<file path="src/rtl/inference_sequencer.sv">
// -----------------------------------------------------------------------------
// inference_sequencer
//
// Sequences one inference at a time through the neural-network datapath: it
// waits for a software START request, launches the network with a one-cycle
// strobe, waits for the completion strobe (bounded by a timeout), captures the
// solution vector, and holds it until software acknowledges it.
//
// Ports
//   CLK             in   1          clock, rising edge
//   rstn            in   1          synchronous active-low reset
//   CONFIG_DONE     in   1          weights/biases programmed (level)
//   START           in   1          CSR level; each rising edge requests a run
//   ACK_READ        in   1          CSR level; each rising edge acks result/errors
//   NET_VALID_IN    out  1          one-cycle launch strobe to the network
//   NET_VALID_OUT   in   1          network completion strobe
//   NET_VALUES_OUT  in   OUT_WIDTH  network solution, valid with NET_VALID_OUT
//   RESULT          out  OUT_WIDTH  last captured solution
//   RESULT_VALID    out  1          RESULT not yet acknowledged
//   BUSY            out  1          inference in flight (LAUNCH or WAIT)
//   CONFIG_ERR      out  1          sticky: START requested while unconfigured
//   TIMEOUT_ERR     out  1          sticky: network did not answer in time
//   RUN_COUNT       out  CNT_WIDTH  completed inferences, wraps
//   STATE           out  2          current FSM state, for debug
//
// State table
//   state  | meaning
//   IDLE   | waiting for a START edge
//   LAUNCH | NET_VALID_IN pulsed, timeout counter cleared
//   WAIT   | counting cycles until NET_VALID_OUT or timeout
//   DONE   | RESULT held valid until an ACK_READ edge
// -----------------------------------------------------------------------------
module inference_sequencer #(
  parameter int OUT_WIDTH      = 40,
  parameter int TIMEOUT_CYCLES = 1024,
  parameter int CNT_WIDTH      = 8
) (
  input  logic                 CLK,
  input  logic                 rstn,
  input  logic                 CONFIG_DONE,
  input  logic                 START,
  input  logic                 ACK_READ,
  output logic                 NET_VALID_IN,
  input  logic                 NET_VALID_OUT,
  input  logic [OUT_WIDTH-1:0] NET_VALUES_OUT,
  output logic [OUT_WIDTH-1:0] RESULT,
  output logic                 RESULT_VALID,
  output logic                 BUSY,
  output logic                 CONFIG_ERR,
  output logic                 TIMEOUT_ERR,
  output logic [CNT_WIDTH-1:0] RUN_COUNT,
  output logic [1:0]           STATE
);

  // Counter must hold 0 .. TIMEOUT_CYCLES-1.
  localparam int TMO_W = (TIMEOUT_CYCLES > 2) ? $clog2(TIMEOUT_CYCLES) : 1;
  localparam logic [TMO_W-1:0] TMO_LAST = TMO_W'(TIMEOUT_CYCLES - 1);

  typedef enum logic [1:0] {
    ST_IDLE   = 2'b00,
    ST_LAUNCH = 2'b01,
    ST_WAIT   = 2'b10,
    ST_DONE   = 2'b11
  } state_t;

  state_t state, state_nxt;

  logic             start_q;
  logic             ack_q;
  logic             start_edge;
  logic             ack_edge;
  logic [TMO_W-1:0] tmo_cnt;

  logic tmo_clr;
  logic tmo_inc;
  logic capture;
  logic rv_clr;
  logic cfg_err_set;
  logic tmo_err_set;
  logic launch;

  assign start_edge = START & ~start_q;
  assign ack_edge   = ACK_READ & ~ack_q;

  // ---------------------------------------------------------------------------
  // State register
  // ---------------------------------------------------------------------------
  always_ff @(posedge CLK) begin
    if (!rstn) begin
      state <= ST_IDLE;
    end else begin
      state <= state_nxt;
    end
  end

  // ---------------------------------------------------------------------------
  // Next-state and control decode
  // ---------------------------------------------------------------------------
  always_comb begin
    state_nxt   = state;
    launch      = 1'b0;
    tmo_clr     = 1'b0;
    tmo_inc     = 1'b0;
    capture     = 1'b0;
    rv_clr      = 1'b0;
    cfg_err_set = 1'b0;
    tmo_err_set = 1'b0;

    case (state)
      ST_IDLE: begin
        if (start_edge) begin
          if (CONFIG_DONE) begin
            state_nxt = ST_LAUNCH;
          end else begin
            cfg_err_set = 1'b1;
          end
        end
      end

      ST_LAUNCH: begin
        launch    = 1'b1;
        tmo_clr   = 1'b1;
        state_nxt = ST_WAIT;
      end

      ST_WAIT: begin
        tmo_inc = 1'b1;
        // A completion in the last allowed cycle still counts as on time.
        if (NET_VALID_OUT) begin
          capture   = 1'b1;
          state_nxt = ST_DONE;
        end else if (tmo_cnt == TMO_LAST) begin
          tmo_err_set = 1'b1;
          state_nxt   = ST_IDLE;
        end
      end

      ST_DONE: begin
        if (ack_edge) begin
          rv_clr    = 1'b1;
          state_nxt = ST_IDLE;
        end
      end

      default: begin
        state_nxt = ST_IDLE;
      end
    endcase
  end

  // ---------------------------------------------------------------------------
  // Datapath registers
  // ---------------------------------------------------------------------------
  always_ff @(posedge CLK) begin
    if (!rstn) begin
      start_q      <= 1'b0;
      ack_q        <= 1'b0;
      tmo_cnt      <= '0;
      RESULT       <= '0;
      RESULT_VALID <= 1'b0;
      RUN_COUNT    <= '0;
      CONFIG_ERR   <= 1'b0;
      TIMEOUT_ERR  <= 1'b0;
    end else begin
      start_q <= START;
      ack_q   <= ACK_READ;

      if (tmo_clr) begin
        tmo_cnt <= '0;
      end else if (tmo_inc) begin
        tmo_cnt <= tmo_cnt + TMO_W'(1);
      end

      if (capture) begin
        RESULT       <= NET_VALUES_OUT;
        RESULT_VALID <= 1'b1;
        RUN_COUNT    <= RUN_COUNT + CNT_WIDTH'(1);
      end else if (rv_clr) begin
        RESULT_VALID <= 1'b0;
      end

      // Set has priority over an acknowledge landing in the same cycle.
      if (cfg_err_set) begin
        CONFIG_ERR <= 1'b1;
      end else if (ack_edge) begin
        CONFIG_ERR <= 1'b0;
      end

      if (tmo_err_set) begin
        TIMEOUT_ERR <= 1'b1;
      end else if (ack_edge) begin
        TIMEOUT_ERR <= 1'b0;
      end
    end
  end

  assign NET_VALID_IN = launch;
  assign BUSY         = (state == ST_LAUNCH) || (state == ST_WAIT);
  assign STATE        = state;

endmodule
</file>
<file path="config.mk">
export PLATFORM = sky130hd
export DESIGN_NAME = inference_sequencer
export DESIGN_NICKNAME = d
export VERILOG_FILES = /design/src/rtl/inference_sequencer.sv
export SDC_FILE = /design/constraint.sdc
export NUM_CORES = 1
export LEC_CHECK = 0
export CORE_MARGIN = 4
export CORE_UTILIZATION = 42
export DETAILED_ROUTE_END_ITERATION = 10
export MAX_ROUTING_LAYER = met4
export PLACE_DENSITY_LB_ADDON = 0.05
export SETUP_SLACK_MARGIN = 0.1
export SLEW_MARGIN = 20
export SYNTH_ARGS = -nofsm -noshare
export SYNTH_HDL_FRONTEND = slang
export SYNTH_SLANG_ARGS = --single-unit
</file>
<file path="constraint.sdc">
create_clock -name CLK -period 2 [get_ports CLK]
set_input_delay 0.4 -clock CLK [delete_from_list [all_inputs] [get_ports CLK]]
set_output_delay 0.4 -clock CLK [all_outputs]
set_load 0.02 [all_outputs]
</file>
* Word-level counts from Yosys, hierarchy flattened *
Cells that the tools add are included.

operators by class
  reduce and logical (&&, ||, !) cells = 7
  multiplexer cells = 23
  add/subtract/negate cells = 2
  bitwise gates (word level) = 5
  equal/unequal tests = 8

operators by type and width
  cell                                                                    number
  1-bit 2-to-1 mux                                                        17
  10-bit by 1-bit adder with 10-bit output (second input constant)        1
  10-bit equality test (second input constant)                            1
  2-bit 2-to-1 mux                                                        5
  8-bit by 1-bit adder with 8-bit output (second input constant)          1
  2-bit case mux with 4 select lines                                      1
  2-bit inequality test (second input constant)                           3
  2-bit nonzero test                                                      3
  2-bit equality test (second input constant)                             2
  4-bit AND reduction                                                     1
  3-bit inequality test (second input constant)                           1
  1-bit NOT                                                               3
  1-bit bitwise AND                                                       2
  2-bit by 1-bit equality test with 1-bit output (second input constant)  1
  2-bit zero test                                                         1
  2-bit OR reduction                                                      1
  1-bit logical OR                                                        1

storage, ports and cells
  output and inout bits = 55
  bits of input ports = 46
  flip-flop bits (word level) = 65

* Depth between registers and ports, before layout *
  word-level depth = 6
  mapped depth = 8
  mapped depth without buffers = 6

* Least setup slack after synthesis *
OpenSTA, ideal clock, no wires.

  path kind = reg-to-reg
  from = register state[1], in the netlist STATE[1]
  to = register tmo_cnt[9]
  library setup time = 0.128 ns
  arrival time = 1.645 ns
  cell stages (with the launch flop) = 7
  clock period less this slack = 1.773 ns
  path slack = 0.227 ns
  path buffers = 1
  cell sequence = dfxtp_1 ha_1 buf_6 and4_4 or4b_1 xor2_1 nor2_1

on the way
  cells in the longest elaborated chain, start to end = 3
  elaborated cells on any way between the ends = 5
  those cells by class = eq/ne (2); mux (2); reduce/logical (1)

ends and longest elaborated chain
  item                                            line  text
  from (decl)                                     66    state_t state, state_nxt;
  from (signal assigned)                          92    state <= state_nxt;
  2-bit by 1-bit equality test with 1-bit output  109   case (state)
  1-bit 2-to-1 mux                                109
  2-bit OR reduction (no source line)             n/a
  to (signal assigned)                            171   tmo_cnt <= tmo_cnt + TMO_W'(1);
  to (decl)                                       72    logic [TMO_W-1:0] tmo_cnt;

Parallel ways exist; a longest one is shown, timed or not.
A chain may end at the register's enable or synchronous reset.

* Final worst setup path *
  from = register state[0], in the netlist STATE[0]
  to = output BUSY

on the way
  cells in the longest elaborated chain, start to end = 2
  elaborated cells on any way between the ends = 3
  those cells by class = eq/ne (2); reduce/logical (1)

ends and longest elaborated chain
  item                                                                                          line  text
  2-bit by 1-bit equality test with 1-bit output / 2-bit equality test (equally long branches)  198   assign BUSY = (state == ST_LAUNCH) || (state == ST_WAIT);
  1-bit logical OR (*)                                                                          198
  to (decl)                                                                                     48    output logic BUSY,

Every way passes the cells marked *; elsewhere a longest branch is shown, timed or not.

==> metrics <==
clock buffers created by TritonCTS 9; series of cell instances along the critical path inv_1 -> ha_1 -> clkdlybuf4s15_1; minimum period implied by the final worst setup slack about 1.8 ns; power density normalized to cell area just under 900 nW/um^2; count of fill cells added during filler insertion ~520; ranking of synthesized cells by area sky130_fd_sc_hd__dfxtp_1 (53%), sky130_fd_sc_hd__nand2_1 (13%), sky130_fd_sc_hd__a21oi_1 (9.3%), sky130_fd_sc_hd__xor2_1 (3.9%), sky130_fd_sc_hd__ha_1 (3.0%); DRC viols 0; Reg area roughly 1300 sq um; DP Cell Count 456; clock-pin slew of the registers on the worst-case setup and hold paths approximately 0.07 ns; share of the clock period used by the worst path 91.2%; cell area after synthesis about 2500 sq um; portion of the post-synthesis area used by sequential elements a little over half; number of pins with negative max-slew slack in the final report 0; maximum clock skew at final layout 0.00458 ns; DRC marker count from the first detailed-route iteration about 80; Row Count 27; Ant. Diodes 0; die span in y 84.6 microns; Core Region between 5000 and 6000 sq um; CTS tree done; Setup crit start STATE[0]; Final Routed Wirelength around 6 mm; Synth warnings 0; post-layout util approximately two thirds; non-filler cells, final 471; share of Yosys cell area claimed by the top area cell type 52.7%; combined area of the multi-input logic cells about 1100 sq um; number of synthesized flops with an enable pin 0; number of iterations in the first detailed-routing pass 4; most used flip-flop cell after synthesis sky130_fd_sc_hd__dfxtp_1; CP required roughly 1.6 ns; Die Wd around 85 microns; Max Fclk between 0.5 and 0.6 GHz; startpoint class of the critical path flip-flop; Die ar. between 7000 and 8000 sq um; share of async-settable or async-resettable flops after synthesis 0%; global placer's final weighted congestion around 0.77; average footprint of a synthesized cell 8.39 sq um; vias after detailed routing approximately 2,300; Maximum Capacitance Violations 0; synth unique cells 32; gr ovfl total 0; Initial Util approximately 44%; gate count of the mapped netlist just under 300; Final setup viols 0; number of global-route vias before repair 2,172; Register-to-Register Path Depth 8; flip-flop and latch count after synthesis 65; maximum fanout along the worst path 5; global-route wire length before repair 10.1 mm; DR vias/cell slightly below 5; unrepaired setup endpoints after global routing yes; TNS Setup 0 ns; antenna violations before repair 0; end of the worst register-to-register path RUN_COUNT[2]; run status finished clean; post-synth top area cell sky130_fd_sc_hd__dfxtp_1; final-report hold violation count 0; worst setup path end BUSY; insertion delay to the later sink of the worst-skew pair roughly 0.32 ns; Port Buffers 100; Worst path slowest cell sky130_fd_sc_hd__dfxtp_1; top-count cell post-synth sky130_fd_sc_hd__nand2_1; Overall Global Routing Usage a little under a fifth; DP HPWL roughly 4.4 mm; top cells by count, synth sky130_fd_sc_hd__nand2_1 (87), sky130_fd_sc_hd__dfxtp_1 (65), sky130_fd_sc_hd__a21oi_1 (46); leakage power of the design ~1.4 nW; worst-case register-to-register setup slack about 0.33 ns; fraction of layout instances using a drive strength above 1 5.76%; actual transition at the worst max-transition pin 0.391 ns; Routed WL per cell 13.1 microns; Arrival @ worst endpoint roughly 1.4 ns; R2R Path Start STATE[0]; depth of the CTS H-tree 3; area growth from synthesis to layout 52.7%; Fin Hold WS between 0.4 and 0.5 ns; number of sinks driven by the clock tree 65; net count after synthesis between 300 and 400; clk buf depth 2; worst relative slew slack 73.9%; start-to-end type of the worst setup path flip-flop to primary output; post-route ant nets 0; largest net degree at the start of global routing 41; endpoint type of the worst setup path primary output; Layout Nets approximately 450; largest stage delay on the critical path approximately 0.40 ns; master cell of the clock root buffer sky130_fd_sc_hd__clkbuf_8; worst-case vdd ir drop roughly 530 uV; class of the tightest hold or removal check flip-flop to flip-flop; top-level port count a little over 100
worst min-delay path by stage:
stage	depth (start not counted)	startpoint	endpoint	slack [ns]
finish	2	RESULT[23]	RESULT[23]	0.45
floorplan	2	tmo_cnt[8]	tmo_cnt[8]	0.46
global route	2	RESULT[34]	RESULT[34]	0.47
detailed placement	2	RESULT[36]	RESULT[36]	0.45
CTS	2	RESULT[26]	RESULT[26]	0.46
global placement	2	RESULT[29]	RESULT[29]	0.44
state kept, by name (all words and copies together), names as in the netlist:
| register | cells |
|---|---|
| RESULT | 40 |
| tmo_cnt | 10 |
| RUN_COUNT | 8 |
| STATE | 2 |
| CONFIG_ERR | 1 |
| RESULT_VALID | 1 |
| TIMEOUT_ERR | 1 |
| ack_q | 1 |
| start_q | 1 |
routing by layer:
layer	GRT usage, %	up-vias	part of all wire [%]	wire [microns]
met1	21.6	1030	45	2790
met2	26.7	77	44	2690
met4	9.35	0	2.5	156
li1	-	1169	-	-
met5	-	-	0	0
met3	6.58	13	8.7	534
per-stage QoR:
step	total power [mW]	cell area, sq um	setup WS (ns)
floorplan	1.87	2470	0.227
global placement	2.24	3570	0.194
detailed placement	2.24	3570	0.178
CTS	3.33	3760	0.107
global route	3.46	3770	0.0935
finish	3.29	3770	0.175
cell families (layout without fill, tap and decap cells):
group	count (synthesis)	after routing	synth area share (%)
adders and majority gates	6	6	3.04
xor gates and xnor gates	14	14	4.97
AOI/OAI and AO/OA	55	55	12.2
buffers and inverters	22	127	3.70
and+or+nand+nor	131	131	23.0
DFF	65	65	52.7
muxes	1	1	0.406
report_power, final:
group	switching, mW	total [mW]	internal (mW)
combinational	0.401	0.763	0.363
sequential	0.0549	1.43	1.38
clock	0.463	1.10	0.633
total	0.919	3.29	2.37
layout make-up:
| cell class | count | area share, % |
|---|---|---|
| multi-input combinational | 207 | 28.5 |
| clock buffer | 12 | 4.12 |
| tap | 72 | 2.39 |
| inverter | 6 | 0.598 |
| clock inverter | 3 | 1.06 |
| timing repair buffer | 106 | 28.8 |
| sequential | 65 | 34.5 |
timing repair:
| action | CTS | global route |
|---|---|---|
| hold buffers | 0 | 0 |
| gates resized for setup | 2 | 2 |
| endpoints found under the setup margin | 2 | 2 |
| buffers inserted | 0 | 0 |
worst max-delay path: cells and delay by family, from the launching register on:
family,cells,cell delay [ns]
fa+ha+maj,1,0.31
buf+inv,2,0.39
flops,1,0.40
cell usage in the layout, fill, tap and decap left out, drive strengths merged, types with 2 or more instances in the layout:
master         synthesis  layout
nor2                  19      19
nand2b                 2       2
o21ai                  3       3
a311oi                 2       2
clkdlybuf4s50          0      97
ha                     6       6
buf                    6       6
and2                   3       3
nand4                  7       7
clkinv                 0       2
xnor2                  3       3
and4                   2       2
nand3                  2       2
dfxtp                 65      65
and3                   2       2
inv                    6       6
or3                    2       2
a22oi                  2       2
xor2                  11      11
nand2                 87      87
clkbuf                10      12
a21oi                 46      46
No activity file was read; power rests on OpenSTA's default activity.
